$ cat config.mk
export PLATFORM = sky130hd
export DESIGN_NAME = nn_train_ctrl
export DESIGN_NICKNAME = d
export VERILOG_FILES = /design/src/rtl/nn_train_ctrl.sv
export SDC_FILE = /design/constraint.sdc
export NUM_CORES = 1
export LEC_CHECK = 0
export BUFFER_PORTS_ARGS = -buffer_cell sky130_fd_sc_hd__clkbuf_2
export CELL_PAD_IN_SITES_DETAIL_PLACEMENT = 1
export CELL_PAD_IN_SITES_GLOBAL_PLACEMENT = 1
export CORE_MARGIN = 2
export CORE_UTILIZATION = 43
export DETAILED_ROUTE_END_ITERATION = 12
export GPL_TIMING_DRIVEN = 0
export HOLD_SLACK_MARGIN = 0.05
export PLACE_DENSITY = 0.91
export SLEW_MARGIN = 30
export SYNTH_ARGS = -nofsm -noshare
export SYNTH_HDL_FRONTEND = slang
export SYNTH_SLANG_ARGS = --single-unit
$ cat constraint.sdc
create_clock -name clk_i -period 3.45 [get_ports clk_i]
set_input_delay 0.5175 -clock clk_i [delete_from_list [all_inputs] [get_ports clk_i]]
set_output_delay 0.5175 -clock clk_i [all_outputs]
set_load 0.02 [all_outputs]
$ cat src/rtl/nn_train_ctrl.sv
// nn_train_ctrl: training sequencer for the 4-input / N-hidden perceptron datapath.
// Per sample it requests an input, runs the forward pass for FWD_LAT cycles, then
// strobes each hidden backprop unit once. It counts samples and epochs, and pulses
// done_o when training completes.
// Optional feature macro: TRAIN_ABORT_EN adds the abort_i input, which returns the
// sequencer to IDLE from any busy state.
module nn_train_ctrl #(
  parameter int N_HIDDEN  = 4,
  parameter int N_SAMPLES = 4,
  parameter int FWD_LAT   = 2,
  parameter int EPOCH_W   = 8,
  localparam int HID_W    = (N_HIDDEN  > 1) ? $clog2(N_HIDDEN)  : 1,
  localparam int SMP_W    = (N_SAMPLES > 1) ? $clog2(N_SAMPLES) : 1,
  localparam int FWD_W    = (FWD_LAT   > 1) ? $clog2(FWD_LAT)   : 1
) (
  input  logic               clk_i,
  input  logic               rst,
  input  logic               start_i,
  input  logic [EPOCH_W-1:0] epochs_i,
  input  logic               sample_valid_i,
`ifdef TRAIN_ABORT_EN
  input  logic               abort_i,
`endif
  output logic               sample_ready_o,
  output logic               fwd_en_o,
  output logic               bp_en_o,
  output logic [HID_W-1:0]   hid_sel_o,
  output logic               zero_wt_rst_o,
  output logic [SMP_W-1:0]   sample_idx_o,
  output logic [EPOCH_W-1:0] epoch_o,
  output logic               busy_o,
  output logic               done_o
);

  typedef enum logic [2:0] {
    ST_IDLE  = 3'd0,
    ST_CLEAR = 3'd1,
    ST_LOAD  = 3'd2,
    ST_FWD   = 3'd3,
    ST_BP    = 3'd4,
    ST_NEXT  = 3'd5,
    ST_DONE  = 3'd6
  } state_t;

  localparam logic [HID_W-1:0] HID_LAST = HID_W'(N_HIDDEN - 1);
  localparam logic [SMP_W-1:0] SMP_LAST = SMP_W'(N_SAMPLES - 1);
  localparam logic [FWD_W-1:0] FWD_INIT = FWD_W'(FWD_LAT - 1);

  state_t             state;
  logic [EPOCH_W-1:0] epochs_r;
  logic [FWD_W-1:0]   fwd_cnt;
  logic [EPOCH_W-1:0] epoch_nxt;
  logic               abort_req;

  // The next epoch value is compared before it is stored, so a full-scale
  // epoch request finishes without the counter ever wrapping.
  assign epoch_nxt = epoch_o + EPOCH_W'(1);

`ifdef TRAIN_ABORT_EN
  assign abort_req = abort_i;
`else
  assign abort_req = 1'b0;
`endif

  // Sequencer FSM: strobes are computed for the state being entered, so every output is a flop.
  always_ff @(posedge clk_i) begin
    if (!rst) begin
      state          <= ST_IDLE;
      epochs_r       <= '0;
      fwd_cnt        <= '0;
      sample_ready_o <= 1'b0;
      fwd_en_o       <= 1'b0;
      bp_en_o        <= 1'b0;
      hid_sel_o      <= '0;
      zero_wt_rst_o  <= 1'b0;
      sample_idx_o   <= '0;
      epoch_o        <= '0;
      busy_o         <= 1'b0;
      done_o         <= 1'b0;
    end else begin
      // Strobes default low; each transition raises only what its target state needs.
      sample_ready_o <= 1'b0;
      fwd_en_o       <= 1'b0;
      bp_en_o        <= 1'b0;
      hid_sel_o      <= '0;
      zero_wt_rst_o  <= 1'b0;
      done_o         <= 1'b0;
      busy_o         <= 1'b1;
      if (abort_req && (state != ST_IDLE)) begin
        // Abort keeps sample/epoch counters so software can see where it stopped.
        state  <= ST_IDLE;
        busy_o <= 1'b0;
      end else begin
        case (state)
          ST_IDLE: begin
            if (start_i) begin
              epochs_r     <= epochs_i;
              sample_idx_o <= '0;
              epoch_o      <= '0;
              if (epochs_i == '0) begin
                state  <= ST_DONE;
                done_o <= 1'b1;
                busy_o <= 1'b0;
              end else begin
                state         <= ST_CLEAR;
                zero_wt_rst_o <= 1'b1;
              end
            end else begin
              busy_o <= 1'b0;
            end
          end
          ST_CLEAR: begin
            state          <= ST_LOAD;
            sample_ready_o <= 1'b1;
          end
          ST_LOAD: begin
            if (sample_valid_i) begin
              state    <= ST_FWD;
              fwd_en_o <= 1'b1;
              fwd_cnt  <= FWD_INIT;
            end else begin
              sample_ready_o <= 1'b1;
            end
          end
          ST_FWD: begin
            if (fwd_cnt == '0) begin
              state   <= ST_BP;
              bp_en_o <= 1'b1;
            end else begin
              fwd_cnt  <= fwd_cnt - FWD_W'(1);
              fwd_en_o <= 1'b1;
            end
          end
          ST_BP: begin
            if (hid_sel_o == HID_LAST) begin
              state <= ST_NEXT;
            end else begin
              bp_en_o   <= 1'b1;
              hid_sel_o <= hid_sel_o + HID_W'(1);
            end
          end
          ST_NEXT: begin
            if (sample_idx_o == SMP_LAST) begin
              sample_idx_o <= '0;
              epoch_o      <= epoch_nxt;
              if (epoch_nxt == epochs_r) begin
                state  <= ST_DONE;
                done_o <= 1'b1;
                busy_o <= 1'b0;
              end else begin
                state          <= ST_LOAD;
                sample_ready_o <= 1'b1;
              end
            end else begin
              sample_idx_o   <= sample_idx_o + SMP_W'(1);
              state          <= ST_LOAD;
              sample_ready_o <= 1'b1;
            end
          end
          ST_DONE: begin
            state  <= ST_IDLE;
            busy_o <= 1'b0;
          end
          default: begin
            state  <= ST_IDLE;
            busy_o <= 1'b0;
          end
        endcase
      end
    end
  end

endmodule
-- Word-level counts from Yosys, hierarchy flattened
Cells that the tools add are included.
- bits in registers: 30
- logic and storage cells: 78
- input port bits: 12
- output and inout port bits: 18
- equality and inequality tests: 13
- reduce and logical (&&, ||, !) cells: 12
- add/subtract/negate cells: 4
- bitwise gates (word level): 2
- mux-type cells: 35
- operators by type and width (cell ; count):
    $mux W3 ; 7
    $pmux W3 S6 ; 1
    $mux W8 ; 2
    $pmux W8 S2 ; 1
    $mux W1 ; 15
    $ne A2 B2 Y1 const B ; 5
    $add A8 B1 Y8 const B ; 1
    $eq A8 B8 Y1 ; 1
    $logic_not A8 Y1 ; 1
    $pmux W1 S2 ; 4
    $reduce_and A2 Y1 ; 4
    $eq A3 B2 Y1 const B ; 2
    $eq A3 B3 Y1 const B ; 2
    $pmux W1 S3 ; 2
    $add A2 B1 Y2 const B ; 2
    $eq A2 B2 Y1 const B ; 2
    $mux W2 ; 2
    $pmux W2 S2 ; 1
    $reduce_and A4 Y1 ; 1
    $reduce_bool A2 Y1 ; 2
    $reduce_or A4 Y1 ; 1
    $eq A3 B1 Y1 const B ; 1
    $logic_not A3 Y1 ; 1
    $reduce_and A3 Y1 ; 1
    3 further kinds ; 4

-- Logic depth before layout (Yosys ltp)
- depth in word-level cells: 5
- mapped depth: 7
- gate-level depth less buffers: 7

-- Worst setup path after synthesis
OpenSTA, ideal clock, no wires.
- path type: reg2reg
- start point: register epoch_o[0]
- end point: register state[2]
- buffers on the path: 0
- data arrival time: 1950 ps
- setup slack: 1424 ps
- setup time: 77 ps
- clock period less this slack: 2026 ps
- stages on the path, launching flop included: 8
- required time: 3373 ps
- cells stage by stage: dfxtp_1 ha_1 xor2_1 a2111oi_0 o31a_1 nand4_2 nand2b_4 a41oi_2
- longest elaborated chain between the ends: 5
- RTL lines (item ; line ; RTL):
    start: declaration ; 30 ; output logic [EPOCH_W-1:0] epoch_o,
    start signal: assignment ; 145 ; epoch_o <= epoch_nxt;
    $add A8 B1 Y8 ; 57 ; assign epoch_nxt = epoch_o + EPOCH_W'(1);
    $eq A8 B8 Y1 ; 146 ; if (epoch_nxt == epochs_r) begin
    $mux W3 ; 146 ;
    $mux W3 ; 143 ; if (sample_idx_o == SMP_LAST) begin
    $pmux W3 S6 ; 94 ; case (state)
    end signal: assignment ; 101 ; state <= ST_DONE;
    end signal: assignment ; 147 ; state <= ST_DONE;
    end signal: assignment ; 151 ; state <= ST_LOAD;
    end: declaration ; 49 ; state_t state;
Every way passes these cells.
A chain may end at the register's enable or synchronous reset.

-- Worst setup path after layout
Same ends and word-level chain as after synthesis.

==> flow_summary.ini <==
[logic_synthesis]
synth_edf_count = 0
netlist_area_sq_mm = 0.00164
synth_fp_nets = 222
synth-main-ff-cell = dfxtp_1
synth-seq-area-share_pct = 36.6
yosysWarnings = 0
synth_top_area_share_pct = 36.6
async_flop_share_pct = 0
synth_area_per_cell_sq_um = 7.93
ys_types = 42
synth_largest_area_cell = dfxtp_1
synth_cells = 207
ys_top_cells_by_area = dfxtp_1, nand2_1, a21boi_0
synth_seq_cells = 30

[layout]
final_cell_mix = nand2_1, dfxtp_1, clkbuf_2
n_antenna_cell = 0
seq_area_sq_um = 601
multi_input_area_sq_um = 983
area_growth_pct = 18.0
num-fill-cells = 488
mostFrequentLayoutCell = nand2_1
fin_nets = 257
drive_gt1_share_pct = 18.9
final_cell_area_sq_mm = 0.00194
final_util_pct = 52.9

[setup_path]
critPathSlowestCell = dfxtp_1
critPathBufInv = 0
reg2reg_from = epoch_o[0]
cp_max_fo = 6
r2r-end = state[2]
r2r_cells = 7
reg2reg_slack_ns = 1.23
slowest_delay_ns = 0.50
path_delay_family = compound AO/OA/AOI/OAI gates
worstSetupPathType = reg -> reg
worstPathRequired_ns = 3.66
end_kind = flop
crit_chain = ha_1 > xor2_1 > a2111oi_0 > o31a_1 > nand4_2 > nand2b_4 > a41oi_2
cp.arrival_ns = 2.44
cp-start-kind = flop

[clocking]
hold_buffers = 0
ctsHtreeMaxLevel = 2
post_cts_buffers = 0
clk_transition_reported_paths_ns = 0.07
clk_latency_ns = 0.29
max-clock-path-buffers = 2
clock-sinks = 30
cts_tree = done
clock-root-buffer = clkbuf_8
ctsResizeCount = 0
numCtsBuffers = 5

[power]
ir_drop_mv = 0.302
fin_total_pwr_mw = 0.952
p_per_area_mw_per_mm2 = 492
leakagePower_nw = 0.777

[timing]
hold_ws_ns = 0.459
slew_headroom_pct = 60.5
worstMarginPinSlew_ns = 0.592
setup_violations = 0
fin_skew_ns = 0.00377
rsz0062_at_grt = no
finalCriticalPeriod_ns = 2.22
fin_setup_tns_ns = 0
finalHoldViolations = 0
fmax_ghz = 0.450
fin_crit_sh_pct = 64.4
slew_viol_final = 0

[place]
placed_area_sq_mm = 0.00184
dp_hpwl_microns = 3470
place.gp.congestion = 0.861
port_buffers = 28

[min_path]
hold_end = hid_sel_o[0]
hp-start = hid_sel_o[0]
hp-class = reg -> reg
min_path_cells = 1

[routing]
num_vias = 1642
wire_per_inst_microns = 16.5
ant_nets = 0
drc = 0
first_pass_iters = 4
routed_wirelength_microns = 4800
drtIter0Drc = 65
viasPerCell = 5.64

[floorplanning]
fp.dieH_microns = 65.8
start_util_pct = 44.8
pin_count = 30
fp-row-count = 22
die_w_microns = 65.8
core_region_area_sq_mm = 0.00366
dieArea_sq_mm = 0.00433

[grt]
antenna_found_initial = 0
grt_max_degree = 11
grt_first_pass_wirelength_microns = 8070
track_usage_pct = 25.2
grt-ovfl-total = 0
grt_pass1_vias = 1715

[run_status]
status = complete, no violations

[job]
maxCapViolCount = 0
-- cell type report --
cell class	instances	share of cell area (%)
Sequential cell	30	31.0
Multi-Input combinational cell	162	50.8
Timing Repair Buffer	28	7.24
Inverter	5	0.969
Clock inverter	2	0.646
Tap cell	48	3.10
Buffer	10	2.00
Clock buffer	6	4.26
-- worst register-to-register path, stage by stage (launching register included) --
cell and delay [ns]:
dfxtp_1 0.50, ha_1 0.31, xor2_1 0.15, a2111oi_0 0.40
o31a_1 0.23, nand4_2 0.19, nand2b_4 0.20, a41oi_2 0.17
-- flip-flops by register name, indices dropped and copies added, names as in the netlist --
| name | cells |
|---|---|
| hid_sel_o | 2 |
| epochs_r | 8 |
| state | 3 |
| done_o | 1 |
| fwd_en_o | 1 |
| busy_o | 1 |
| bp_en_o | 1 |
| sample_idx_o | 2 |
| zero_wt_rst_o | 1 |
| fwd_cnt | 1 |
| epoch_o | 8 |
| sample_ready_o | 1 |
-- metal layers --
metal  vias to the layer above  wire (microns)  track usage, %
met5                         -               0               0
met4                         0             108            11.5
met3                        11             174            7.67
met2                        35            2480            43.6
li1                        791               -               -
met1                       805            2040            28.2
-- cell usage after synthesis (2+ instances only) --
cell,n
and2_1,5
nor2b_1,10
a31oi_1,2
nand2_1,33
nor4_1,4
and3_1,2
xnor2_1,6
a21oi_1,15
xor2_1,2
clkbuf_1,9
ha_1,3
o21ai_0,11
nand2b_1,5
nor3_1,7
a21boi_0,12
nor2_1,14
dfxtp_1,30
inv_1,5
nand3_1,9
-- report_power, final --
group          total, mW  internal, mW  switching [mW]
clock              0.306         0.160           0.146
combinational      0.243        0.0883           0.155
sequential         0.403         0.378          0.0253
total              0.952         0.627           0.326
-- stage by stage --
stage / setup slack, ns / cells
floorplan: 1.42 / 207
global placement: 1.31 / 283
detailed placement: 1.27 / 283
CTS: 1.23 / 291
global route: 1.10 / 291
finish: 1.23 / 291
-- kinds of logic (layout without fill, tap and decap cells) --
family	after synthesis	count (layout)	share of synthesized area [%]
DFF	30	30	36.6
AOI/OAI and AO/OA	49	49	20.4
muxes	1	1	0.610
adders and majority gates	3	3	2.29
xor gates and xnor gates	8	8	4.27
and+or+nand+nor	101	101	32.4
buffers and inverters	15	51	3.51
-- worst max path at each step --
stage                          start       end  slack [ns]  cells past startpoint
after floorplan           epoch_o[0]  state[2]        1.42                      7
after global placement    epoch_o[0]  state[2]        1.31                      7
after detailed placement  epoch_o[0]  state[2]        1.27                      7
after CTS                 epoch_o[0]  state[2]        1.23                      7
after global routing      epoch_o[0]  state[2]        1.10                      7
final                     epoch_o[0]  state[2]        1.23                      7
No activity file was read; power rests on OpenSTA's default activity.
